$ cat src/rtl/conv_sequencer_if.sv
// Bus bundle between the convolution sequencer and its surroundings.
//  master : the sequencer (drives memory addresses, results and status)
//  slave  : control + rj/coeff/data memories + P2S (drive pulses and read data)
// Signals:
//  cfg_done, sample_valid, cur_addr      control handshake into the sequencer
//  rj_addr / rj_rd_l, rj_rd_r            shared rj read port, 1-cycle latency
//  coeff_addr_* / coeff_rd_*             per-lane coefficient read ports
//  data_addr_* / data_rd_*               per-lane data FIFO read ports
//  result_*, result_valid                frame results toward P2S
//  busy, ready, overrun, cfg_err         status
interface conv_sequencer_if;
  logic        cfg_done;
  logic        sample_valid;
  logic [7:0]  cur_addr;
  logic [3:0]  rj_addr;
  logic [15:0] rj_rd_l;
  logic [15:0] rj_rd_r;
  logic [8:0]  coeff_addr_l;
  logic [8:0]  coeff_addr_r;
  logic [15:0] coeff_rd_l;
  logic [15:0] coeff_rd_r;
  logic [7:0]  data_addr_l;
  logic [7:0]  data_addr_r;
  logic [15:0] data_rd_l;
  logic [15:0] data_rd_r;
  logic [39:0] result_l;
  logic [39:0] result_r;
  logic        result_valid;
  logic        busy;
  logic        ready;
  logic        overrun;
  logic        cfg_err;

  modport master (
    input  cfg_done, sample_valid, cur_addr,
    input  rj_rd_l, rj_rd_r, coeff_rd_l, coeff_rd_r, data_rd_l, data_rd_r,
    output rj_addr, coeff_addr_l, coeff_addr_r, data_addr_l, data_addr_r,
    output result_l, result_r, result_valid, busy, ready, overrun, cfg_err
  );

  modport slave (
    output cfg_done, sample_valid, cur_addr,
    output rj_rd_l, rj_rd_r, coeff_rd_l, coeff_rd_r, data_rd_l, data_rd_r,
    input  rj_addr, coeff_addr_l, coeff_addr_r, data_addr_l, data_addr_r,
    input  result_l, result_r, result_valid, busy, ready, overrun, cfg_err
  );
endinterface

$ cat src/rtl/conv_sequencer.sv
// MSDAP convolution sequencer for the L and R channels.
// After cfg_done it scans the rj memory to build per-group coefficient counts and base
// addresses, then for every accepted sample runs two independent three-stage lanes
// (coeff fetch -> data fetch -> Horner accumulate) over groups 15..0.
// Ports:
//  SCLK   system clock
//  Reset  synchronous active-high reset
//  bus    conv_sequencer_if.master (handshake, memory read ports, results, status)
module conv_sequencer #(
  parameter int unsigned NGRP  = 16,
  parameter int unsigned NCOEF = 512,
  parameter int unsigned AW    = 40
) (
  input logic              SCLK,
  input logic              Reset,
  conv_sequencer_if.master bus
);

  typedef enum logic [1:0] {StUncfg, StPrescan, StReady, StRun} state_e;

  localparam logic [4:0]  ScanEnd = 5'(NGRP);
  localparam logic [13:0] CoefLim = 14'(NCOEF);

  state_e state_q, state_d;
  logic [4:0]            pc_q, pc_d;
  logic [7:0]            cur_q, cur_d;
  logic [1:0][15:0][8:0] cnt_q, cnt_d;
  logic [1:0][15:0][9:0] base_q, base_d;
  logic [1:0][13:0]      tot_q, tot_d;
  logic [1:0][3:0]       grp_q, grp_d;
  logic [1:0][8:0]       idx_q, idx_d;
  logic [1:0]            iss_q, iss_d;
  logic [1:0]            v1_q, v1_d, last1_q, last1_d, bub1_q, bub1_d, fin1_q, fin1_d;
  logic [1:0]            v2_q, v2_d, last2_q, last2_d, bub2_q, bub2_d, fin2_q, fin2_d;
  logic [1:0]            neg2_q, neg2_d;
  logic [1:0]            done_q, done_d;
  logic [1:0][AW-1:0]    acc_q, acc_d, res_q, res_d;
  logic                  rv_q, rv_d, ovr_q, ovr_d, err_q, err_d;

  logic [1:0][15:0] rj_rd, coeff_rd, data_rd;
  logic [1:0][8:0]  coeff_addr;
  logic [1:0][7:0]  data_addr;
  logic [3:0]       rj_addr;

  // Lane 0 is L, lane 1 is R.
  assign rj_rd    = {bus.rj_rd_r, bus.rj_rd_l};
  assign coeff_rd = {bus.coeff_rd_r, bus.coeff_rd_l};
  assign data_rd  = {bus.data_rd_r, bus.data_rd_l};

  logic unused_bits;
  assign unused_bits = ^{rj_rd[0][15:9], rj_rd[1][15:9], coeff_rd[0][15:9], coeff_rd[1][15:9]};

  always_comb begin
    logic [8:0]    c;
    logic          lastg;
    logic [9:0]    ca;
    logic [3:0]    slot;
    logic [AW-1:0] term, sum;
    c     = '0;
    lastg = 1'b0;
    ca    = '0;
    slot  = '0;
    term  = '0;
    sum   = '0;

    state_d = state_q;
    pc_d    = pc_q;
    cur_d   = cur_q;
    cnt_d   = cnt_q;
    base_d  = base_q;
    tot_d   = tot_q;
    grp_d   = grp_q;
    idx_d   = idx_q;
    iss_d   = iss_q;
    v1_d    = '0;
    last1_d = '0;
    bub1_d  = '0;
    fin1_d  = '0;
    v2_d    = '0;
    last2_d = '0;
    bub2_d  = '0;
    fin2_d  = '0;
    neg2_d  = '0;
    done_d  = done_q;
    acc_d   = acc_q;
    res_d   = res_q;
    rv_d    = 1'b0;
    ovr_d   = ovr_q;
    err_d   = err_q;

    rj_addr    = '0;
    coeff_addr = '0;
    data_addr  = '0;

    unique case (state_q)
      StUncfg: begin
        if (bus.cfg_done) begin
          state_d = StPrescan;
          pc_d    = '0;
          tot_d   = '0;
        end
      end

      StPrescan: begin
        ovr_d = ovr_q | bus.sample_valid;
        if (pc_q < ScanEnd) rj_addr = pc_q[3:0];
        // rj data lags the address by one cycle, so slot pc-1 is captured now.
        if (pc_q != '0) begin
          slot = pc_q[3:0] - 4'd1;
          for (int unsigned l = 0; l < 2; l++) begin
            cnt_d[l][slot]  = rj_rd[l][8:0];
            base_d[l][slot] = tot_q[l][9:0];
            tot_d[l]        = tot_q[l] + {5'd0, rj_rd[l][8:0]};
          end
        end
        if (pc_q == ScanEnd) begin
          if (tot_d[0] > CoefLim || tot_d[1] > CoefLim) begin
            err_d   = 1'b1;
            state_d = StUncfg;
          end else begin
            state_d = StReady;
          end
        end else begin
          pc_d = pc_q + 5'd1;
        end
      end

      StReady: begin
        if (bus.cfg_done) begin
          state_d = StPrescan;
          pc_d    = '0;
          tot_d   = '0;
        end else if (bus.sample_valid) begin
          state_d = StRun;
          cur_d   = bus.cur_addr;
          acc_d   = '0;
          grp_d   = {4'hF, 4'hF};
          idx_d   = '0;
          iss_d   = 2'b11;
          done_d  = '0;
        end
      end

      StRun: begin
        ovr_d = ovr_q | bus.sample_valid;
        for (int unsigned l = 0; l < 2; l++) begin
          // Stage 0: walk groups 15..0; an empty group still takes one bubble slot.
          if (iss_q[l]) begin
            c          = cnt_q[l][grp_q[l]];
            lastg      = (c == 9'd0) || (idx_q[l] == c - 9'd1);
            v1_d[l]    = 1'b1;
            bub1_d[l]  = (c == 9'd0);
            last1_d[l] = lastg;
            fin1_d[l]  = lastg && (grp_q[l] == 4'd0);
            if (c != 9'd0) begin
              ca            = base_q[l][grp_q[l]] + {1'b0, idx_q[l]};
              coeff_addr[l] = ca[8:0];
            end
            if (lastg) begin
              idx_d[l] = '0;
              if (grp_q[l] == 4'd0) iss_d[l] = 1'b0;
              else                  grp_d[l] = grp_q[l] - 4'd1;
            end else begin
              idx_d[l] = idx_q[l] + 9'd1;
            end
          end
          // Stage 1: coefficient is back; fetch the delayed sample.
          v2_d[l]    = v1_q[l];
          last2_d[l] = last1_q[l];
          bub2_d[l]  = bub1_q[l];
          fin2_d[l]  = fin1_q[l];
          neg2_d[l]  = coeff_rd[l][8];
          if (v1_q[l] && !bub1_q[l]) data_addr[l] = cur_q - coeff_rd[l][7:0];
          // Stage 2: accumulate; the group's last slot (or bubble) halves the sum.
          if (v2_q[l]) begin
            term = {{(AW-16){data_rd[l][15]}}, data_rd[l]} << 16;
            if (neg2_q[l]) term = -term;
            sum      = bub2_q[l] ? acc_q[l] : acc_q[l] + term;
            acc_d[l] = last2_q[l] ? AW'($signed(sum) >>> 1) : sum;
            if (fin2_q[l]) done_d[l] = 1'b1;
          end
        end
        if (done_q == 2'b11) begin
          res_d   = acc_q;
          rv_d    = 1'b1;
          state_d = StReady;
        end
      end

      default: state_d = StUncfg;
    endcase
  end

  always_ff @(posedge SCLK) begin
    if (Reset) begin
      state_q <= StUncfg;
      pc_q    <= '0;
      cur_q   <= '0;
      cnt_q   <= '0;
      base_q  <= '0;
      tot_q   <= '0;
      grp_q   <= '0;
      idx_q   <= '0;
      iss_q   <= '0;
      v1_q    <= '0;
      last1_q <= '0;
      bub1_q  <= '0;
      fin1_q  <= '0;
      v2_q    <= '0;
      last2_q <= '0;
      bub2_q  <= '0;
      fin2_q  <= '0;
      neg2_q  <= '0;
      done_q  <= '0;
      acc_q   <= '0;
      res_q   <= '0;
      rv_q    <= 1'b0;
      ovr_q   <= 1'b0;
      err_q   <= 1'b0;
    end else begin
      state_q <= state_d;
      pc_q    <= pc_d;
      cur_q   <= cur_d;
      cnt_q   <= cnt_d;
      base_q  <= base_d;
      tot_q   <= tot_d;
      grp_q   <= grp_d;
      idx_q   <= idx_d;
      iss_q   <= iss_d;
      v1_q    <= v1_d;
      last1_q <= last1_d;
      bub1_q  <= bub1_d;
      fin1_q  <= fin1_d;
      v2_q    <= v2_d;
      last2_q <= last2_d;
      bub2_q  <= bub2_d;
      fin2_q  <= fin2_d;
      neg2_q  <= neg2_d;
      done_q  <= done_d;
      acc_q   <= acc_d;
      res_q   <= res_d;
      rv_q    <= rv_d;
      ovr_q   <= ovr_d;
      err_q   <= err_d;
    end
  end

  assign bus.rj_addr      = rj_addr;
  assign bus.coeff_addr_l = coeff_addr[0];
  assign bus.coeff_addr_r = coeff_addr[1];
  assign bus.data_addr_l  = data_addr[0];
  assign bus.data_addr_r  = data_addr[1];
  assign bus.result_l     = res_q[0];
  assign bus.result_r     = res_q[1];
  assign bus.result_valid = rv_q;
  assign bus.busy         = (state_q == StPrescan) || (state_q == StRun);
  assign bus.ready        = (state_q == StReady);
  assign bus.overrun      = ovr_q;
  assign bus.cfg_err      = err_q;

endmodule

$ cat src/flat_wrapper.sv
// flat-port wrapper written by rule: the top's interface ports become plain ports
module conv_sequencer_flat 
#(
  parameter int unsigned NGRP  = 16,
  parameter int unsigned NCOEF = 512,
  parameter int unsigned AW    = 40
)
  (SCLK, Reset, bus_cfg_done, bus_sample_valid, bus_cur_addr, bus_rj_rd_l, bus_rj_rd_r, bus_coeff_rd_l, bus_coeff_rd_r, bus_data_rd_l, bus_data_rd_r, bus_rj_addr, bus_coeff_addr_l, bus_coeff_addr_r, bus_data_addr_l, bus_data_addr_r, bus_result_l, bus_result_r, bus_result_valid, bus_busy, bus_ready, bus_overrun, bus_cfg_err);
  conv_sequencer_if bus_i ();
  input logic SCLK;
  input logic Reset;
  input wire logic [$bits(bus_i.cfg_done)-1:0] bus_cfg_done;
  input wire logic [$bits(bus_i.sample_valid)-1:0] bus_sample_valid;
  input wire logic [$bits(bus_i.cur_addr)-1:0] bus_cur_addr;
  input wire logic [$bits(bus_i.rj_rd_l)-1:0] bus_rj_rd_l;
  input wire logic [$bits(bus_i.rj_rd_r)-1:0] bus_rj_rd_r;
  input wire logic [$bits(bus_i.coeff_rd_l)-1:0] bus_coeff_rd_l;
  input wire logic [$bits(bus_i.coeff_rd_r)-1:0] bus_coeff_rd_r;
  input wire logic [$bits(bus_i.data_rd_l)-1:0] bus_data_rd_l;
  input wire logic [$bits(bus_i.data_rd_r)-1:0] bus_data_rd_r;
  output wire logic [$bits(bus_i.rj_addr)-1:0] bus_rj_addr;
  output wire logic [$bits(bus_i.coeff_addr_l)-1:0] bus_coeff_addr_l;
  output wire logic [$bits(bus_i.coeff_addr_r)-1:0] bus_coeff_addr_r;
  output wire logic [$bits(bus_i.data_addr_l)-1:0] bus_data_addr_l;
  output wire logic [$bits(bus_i.data_addr_r)-1:0] bus_data_addr_r;
  output wire logic [$bits(bus_i.result_l)-1:0] bus_result_l;
  output wire logic [$bits(bus_i.result_r)-1:0] bus_result_r;
  output wire logic [$bits(bus_i.result_valid)-1:0] bus_result_valid;
  output wire logic [$bits(bus_i.busy)-1:0] bus_busy;
  output wire logic [$bits(bus_i.ready)-1:0] bus_ready;
  output wire logic [$bits(bus_i.overrun)-1:0] bus_overrun;
  output wire logic [$bits(bus_i.cfg_err)-1:0] bus_cfg_err;
  assign bus_i.cfg_done = bus_cfg_done;
  assign bus_i.sample_valid = bus_sample_valid;
  assign bus_i.cur_addr = bus_cur_addr;
  assign bus_i.rj_rd_l = bus_rj_rd_l;
  assign bus_i.rj_rd_r = bus_rj_rd_r;
  assign bus_i.coeff_rd_l = bus_coeff_rd_l;
  assign bus_i.coeff_rd_r = bus_coeff_rd_r;
  assign bus_i.data_rd_l = bus_data_rd_l;
  assign bus_i.data_rd_r = bus_data_rd_r;
  assign bus_rj_addr = bus_i.rj_addr;
  assign bus_coeff_addr_l = bus_i.coeff_addr_l;
  assign bus_coeff_addr_r = bus_i.coeff_addr_r;
  assign bus_data_addr_l = bus_i.data_addr_l;
  assign bus_data_addr_r = bus_i.data_addr_r;
  assign bus_result_l = bus_i.result_l;
  assign bus_result_r = bus_i.result_r;
  assign bus_result_valid = bus_i.result_valid;
  assign bus_busy = bus_i.busy;
  assign bus_ready = bus_i.ready;
  assign bus_overrun = bus_i.overrun;
  assign bus_cfg_err = bus_i.cfg_err;
  conv_sequencer #(.NGRP(NGRP), .NCOEF(NCOEF), .AW(AW)) u_core (.SCLK(SCLK), .Reset(Reset), .bus(bus_i));
endmodule
$ cat config.mk
export PLATFORM = sky130hd
export DESIGN_NAME = conv_sequencer_flat
export DESIGN_NICKNAME = d
export VERILOG_FILES = /design/src/rtl/conv_sequencer_if.sv /design/src/rtl/conv_sequencer.sv /design/src/flat_wrapper.sv
export SDC_FILE = /design/constraint.sdc
export NUM_CORES = 2
export LEC_CHECK = 0
export ABC_CLOCK_PERIOD_IN_PS = 9500
export CELL_PAD_IN_SITES_DETAIL_PLACEMENT = 1
export CELL_PAD_IN_SITES_GLOBAL_PLACEMENT = 1
export CORE_ASPECT_RATIO = 1.2
export CORE_MARGIN = 2
export CORE_UTILIZATION = 35
export DETAILED_ROUTE_END_ITERATION = 7
export DONT_BUFFER_PORTS = 1
export PLACE_DENSITY_LB_ADDON = 0.1
export SYNTH_ARGS = -nofsm -noshare
export SYNTH_HDL_FRONTEND = slang
export SYNTH_SLANG_ARGS = --single-unit
$ cat constraint.sdc
create_clock -name SCLK -period 9.5 [get_ports SCLK]
set_clock_uncertainty 0.2 [all_clocks]
set_input_delay 1.425 -clock SCLK [delete_from_list [all_inputs] [get_ports SCLK]]
set_output_delay 1.425 -clock SCLK [all_outputs]
set_load 0.03 [all_outputs]
==> flow_metrics.env <==
export IMPL_cts_tree="built"
export IMPL_critPathLaunchType="flop"
export IMPL_clock_path_buffers=3
export IMPL_drt_iter0_markers=2097
export IMPL_multiInputGateArea_um2=22700
export IMPL_final_common_cell="nand2_1"
export IMPL_p_int_uw=5800
export IMPL_min_delay_start="u_core.cnt_q[286]"
export IMPL_htreeDepth=3
export IMPL_fin_crit_ps=6970
export IMPL_clock_power_share_pct=50.8
export IMPL_vias=35600
export IMPL_grt_pass1_wl_um=229000
export IMPL_setup_violations=0
export IMPL_cts_buffers=95
export IMPL_die_area_um2=120000
export IMPL_overflow=0
export IMPL_layout_nets=5040
export IMPL_place_gp_congestion=0.801
export IMPL_min_period_over_period_pct=73.4
export IMPL_async_flop_share_pct=0
export IMPL_cts_sinks=830
export IMPL_final_util_pct=39.0
export IMPL_drt_total_wl_um=153000
export IMPL_synthCells=5062
export IMPL_postCtsHoldBufs=0
export IMPL_regArea_um2=16600
export IMPL_synth_avg_cell_area_um2=8.11
export IMPL_post_cts_resized=0
export IMPL_slew_headroom_pct=-133
export IMPL_worstSkewPairLatency_ps=700
export IMPL_slew_violations=712
export IMPL_drt_wirelength_per_cell_um=23.8
export IMPL_antenna_found_initial=3
export IMPL_dp_hpwl_um=91600
export IMPL_p_comb_share_pct=2.9
export IMPL_cts_setup_buffers=0
export IMPL_die_h_um=379
export IMPL_antenna_cells=0
export IMPL_clk_pin_slew_worst_paths_ps=60
export IMPL_r2r_start="u_core.grp_q[1]"
export IMPL_yosysUniqueCellTypes=81
export IMPL_hold_viol_final=0
export IMPL_track_usage_pct=25.2
export IMPL_syn_area_um2=41000
export IMPL_crit_start="u_core.grp_q[4]"
export IMPL_pwr_share_seq_pct=46.3
export IMPL_drc=0
export IMPL_max_freq_ghz=0.143
export IMPL_ios=231
export IMPL_setup_tns_ps=0
export IMPL_final_cell_mix="nand2_1 (1522), dfxtp_1 (823), a21oi_1 (807)"
export IMPL_ys_flop_type="dfxtp_1"
export IMPL_io_buffer_count=0
export IMPL_synth_seq_cells=830
export IMPL_grt_pass1_vias=36000
export IMPL_path_max_fanout=45
export IMPL_detail_route_antenna_nets=0
export IMPL_netSwitchingFraction_pct=23.5
export IMPL_fp_dieW_um=317
export IMPL_first_pass_iters=5
export IMPL_worst_pin_slew_ps=3490
export IMPL_irDropWorstVdd_uv=132
export IMPL_area_growth_syn_to_layout_pct=10.3
export IMPL_nFillCells=13700
export IMPL_status="complete, but fails checks"
export IMPL_maxCapViolations=0
export IMPL_cts_root_buffer="clkbuf_16"
export IMPL_net_switching_power_uw=1780
export IMPL_start_util_pct=35.3
export IMPL_cp_required_ps=7880
export IMPL_hp_class="flop to flop"
export IMPL_grt_setup_unrepaired="no"
export IMPL_p_leak_uw=0.0155
export IMPL_path_class="flop to output port"
export IMPL_vias_per_cell=5.54
export IMPL_rows=137
export IMPL_powerDensity_nw_per_um2=167
export IMPL_synth_edf_count=0
export IMPL_drive_gt1_share_pct=9.47
export IMPL_violations="slew limit"
export IMPL_syn_num_nets=5290
export IMPL_grt_max_degree=775
export IMPL_worstPathArrival_ps=5340
export IMPL_seq_area_frac_synth_pct=40.5
export IMPL_ys_warn_count=0
export IMPL_crit_path_end_kind="output port"
export IMPL_fp_coreArea_um2=116000
==> synth_stat cells, types with 6 or more instances <==
library cell,instances,area share (%)
or3_1,13,0.20
nor2b_1,22,0.34
dfxtp_1,830,40
nor4_1,14,0.21
ha_1,112,3.4
o211ai_1,13,0.24
mux4_2,160,8.8
inv_1,75,0.69
clkbuf_1,334,3.1
fa_1,8,0.39
o21ai_0,91,1.1
buf_1,55,0.50
or2_2,19,0.29
and2_1,11,0.17
a31oi_1,18,0.27
a22oi_1,27,0.49
nand3_1,93,1.1
nand2b_1,23,0.35
mux2i_1,79,1.9
and3_1,35,0.53
nor3_1,48,0.59
o21bai_1,14,0.26
mux2_2,15,0.41
nand2_1,1522,14
o21a_1,16,0.29
buf_2,13,0.16
a21o_1,55,1.0
or4_1,10,0.18
xor2_1,45,0.96
o31ai_1,21,0.38
a2111oi_0,7,0.15
a22o_1,11,0.23
nor2_1,199,1.8
nand4_1,19,0.29
o22ai_1,7,0.11
a211oi_1,19,0.35
a21oi_1,807,9.8
nand3b_1,8,0.15
xnor2_1,95,2.0
a211o_1,6,0.13
==> worst max-delay path: stages (launching register included) <==
cell and delay (ps):
dfxtp_4 990, buf_4 530, mux4_2 580, mux4_2 570, ha_1 360, a21o_1 190, a21o_1 190, a21o_1 180
a21oi_1 220, o21bai_1 100, a21oi_1 180, xnor2_1 80, nor2_1 450
==> flip-flops by register name (all words and copies together) (netlist names), 5 cells and up <==
name                 cells
u_core.acc_q            80
u_core.bus.result_r     40
u_core.cur_q             8
u_core.base_q          288
u_core.idx_q            18
u_core.grp_q             8
u_core.pc_q              5
u_core.tot_q            28
u_core.bus.result_l     40
u_core.cnt_q           288
==> routing by layer <==
layer,vias to the layer above,global-route usage [%],share of wire [%]
li1,16800,-,-
met1,17800,31.0,42
met2,716,44.0,49
met3,273,3.14,4.3
met4,0,10.8,4.1
met5,-,0,0
==> through the flow <==
| step | instances | cell area (um2) | worst slack [ps] | hold WS, ps | power, uW |
|---|---|---|---|---|---|
| 3_5_place_dp | 6244 | 42000 | 3110 | 245 | 3800 |
| 4_1_cts | 6420 | 45300 | 2400 | 253 | 7670 |
| 5_1_grt | 6420 | 45300 | 2190 | 266 | 7820 |
| 2_1_floorplan | 5062 | 41000 | 2570 | 232 | 3790 |
| 3_3_place_gp | 6244 | 42000 | 3170 | 238 | 3800 |
| 6_report | 6420 | 45300 | 2530 | 251 | 7570 |
==> worst paths after layout <==
kind | endpoint | slack (ps) | cells past startpoint
worst max register to register | u_core.grp_q[1] | 4070 | 11
worst min register to register | u_core.cnt_q[286] | 250 | 2
worst min-delay path | u_core.cnt_q[286] | 250 | 2
worst max-delay path | bus_coeff_addr_r[8] | 2530 | 12
==> area by class of cell <==
| cell class | count | area share [%] |
|---|---|---|
| Multi-Input combinational cell | 3746 | 50.2 |
| Timing Repair Buffer | 60 | 0.995 |
| Clock buffer | 144 | 6.35 |
| Tap cell | 1529 | 4.23 |
| Inverter | 79 | 0.655 |
| Clock inverter | 32 | 0.790 |
| Sequential cell | 830 | 36.7 |
==> power groups by stage <==
| stage | combinational (uW) | clock (uW) | sequential (uW) |
|---|---|---|---|
| 2_1_floorplan | 219 | 0 | 3570 |
| 3_3_place_gp | 217 | 0 | 3580 |
| 3_5_place_dp | 219 | 0 | 3580 |
| 4_1_cts | 221 | 3940 | 3510 |
| 5_1_grt | 244 | 4070 | 3510 |
| 6_report | 223 | 3840 | 3510 |
==> cells by family (layout without fill, tap and decap cells) <==
logic type,after synthesis,count (layout),synth area share (%)
AOI/OAI and AO/OA,1172,1172,16.2
xor gates and xnor gates,140,140,2.99
adders and majority gates,120,120,3.80
buffers and inverters,486,315,4.57
DFF,830,830,40.5
muxes,256,256,11.2
and+or+nand+nor,2058,2058,20.7
Power figures use the tool's default switching activity.
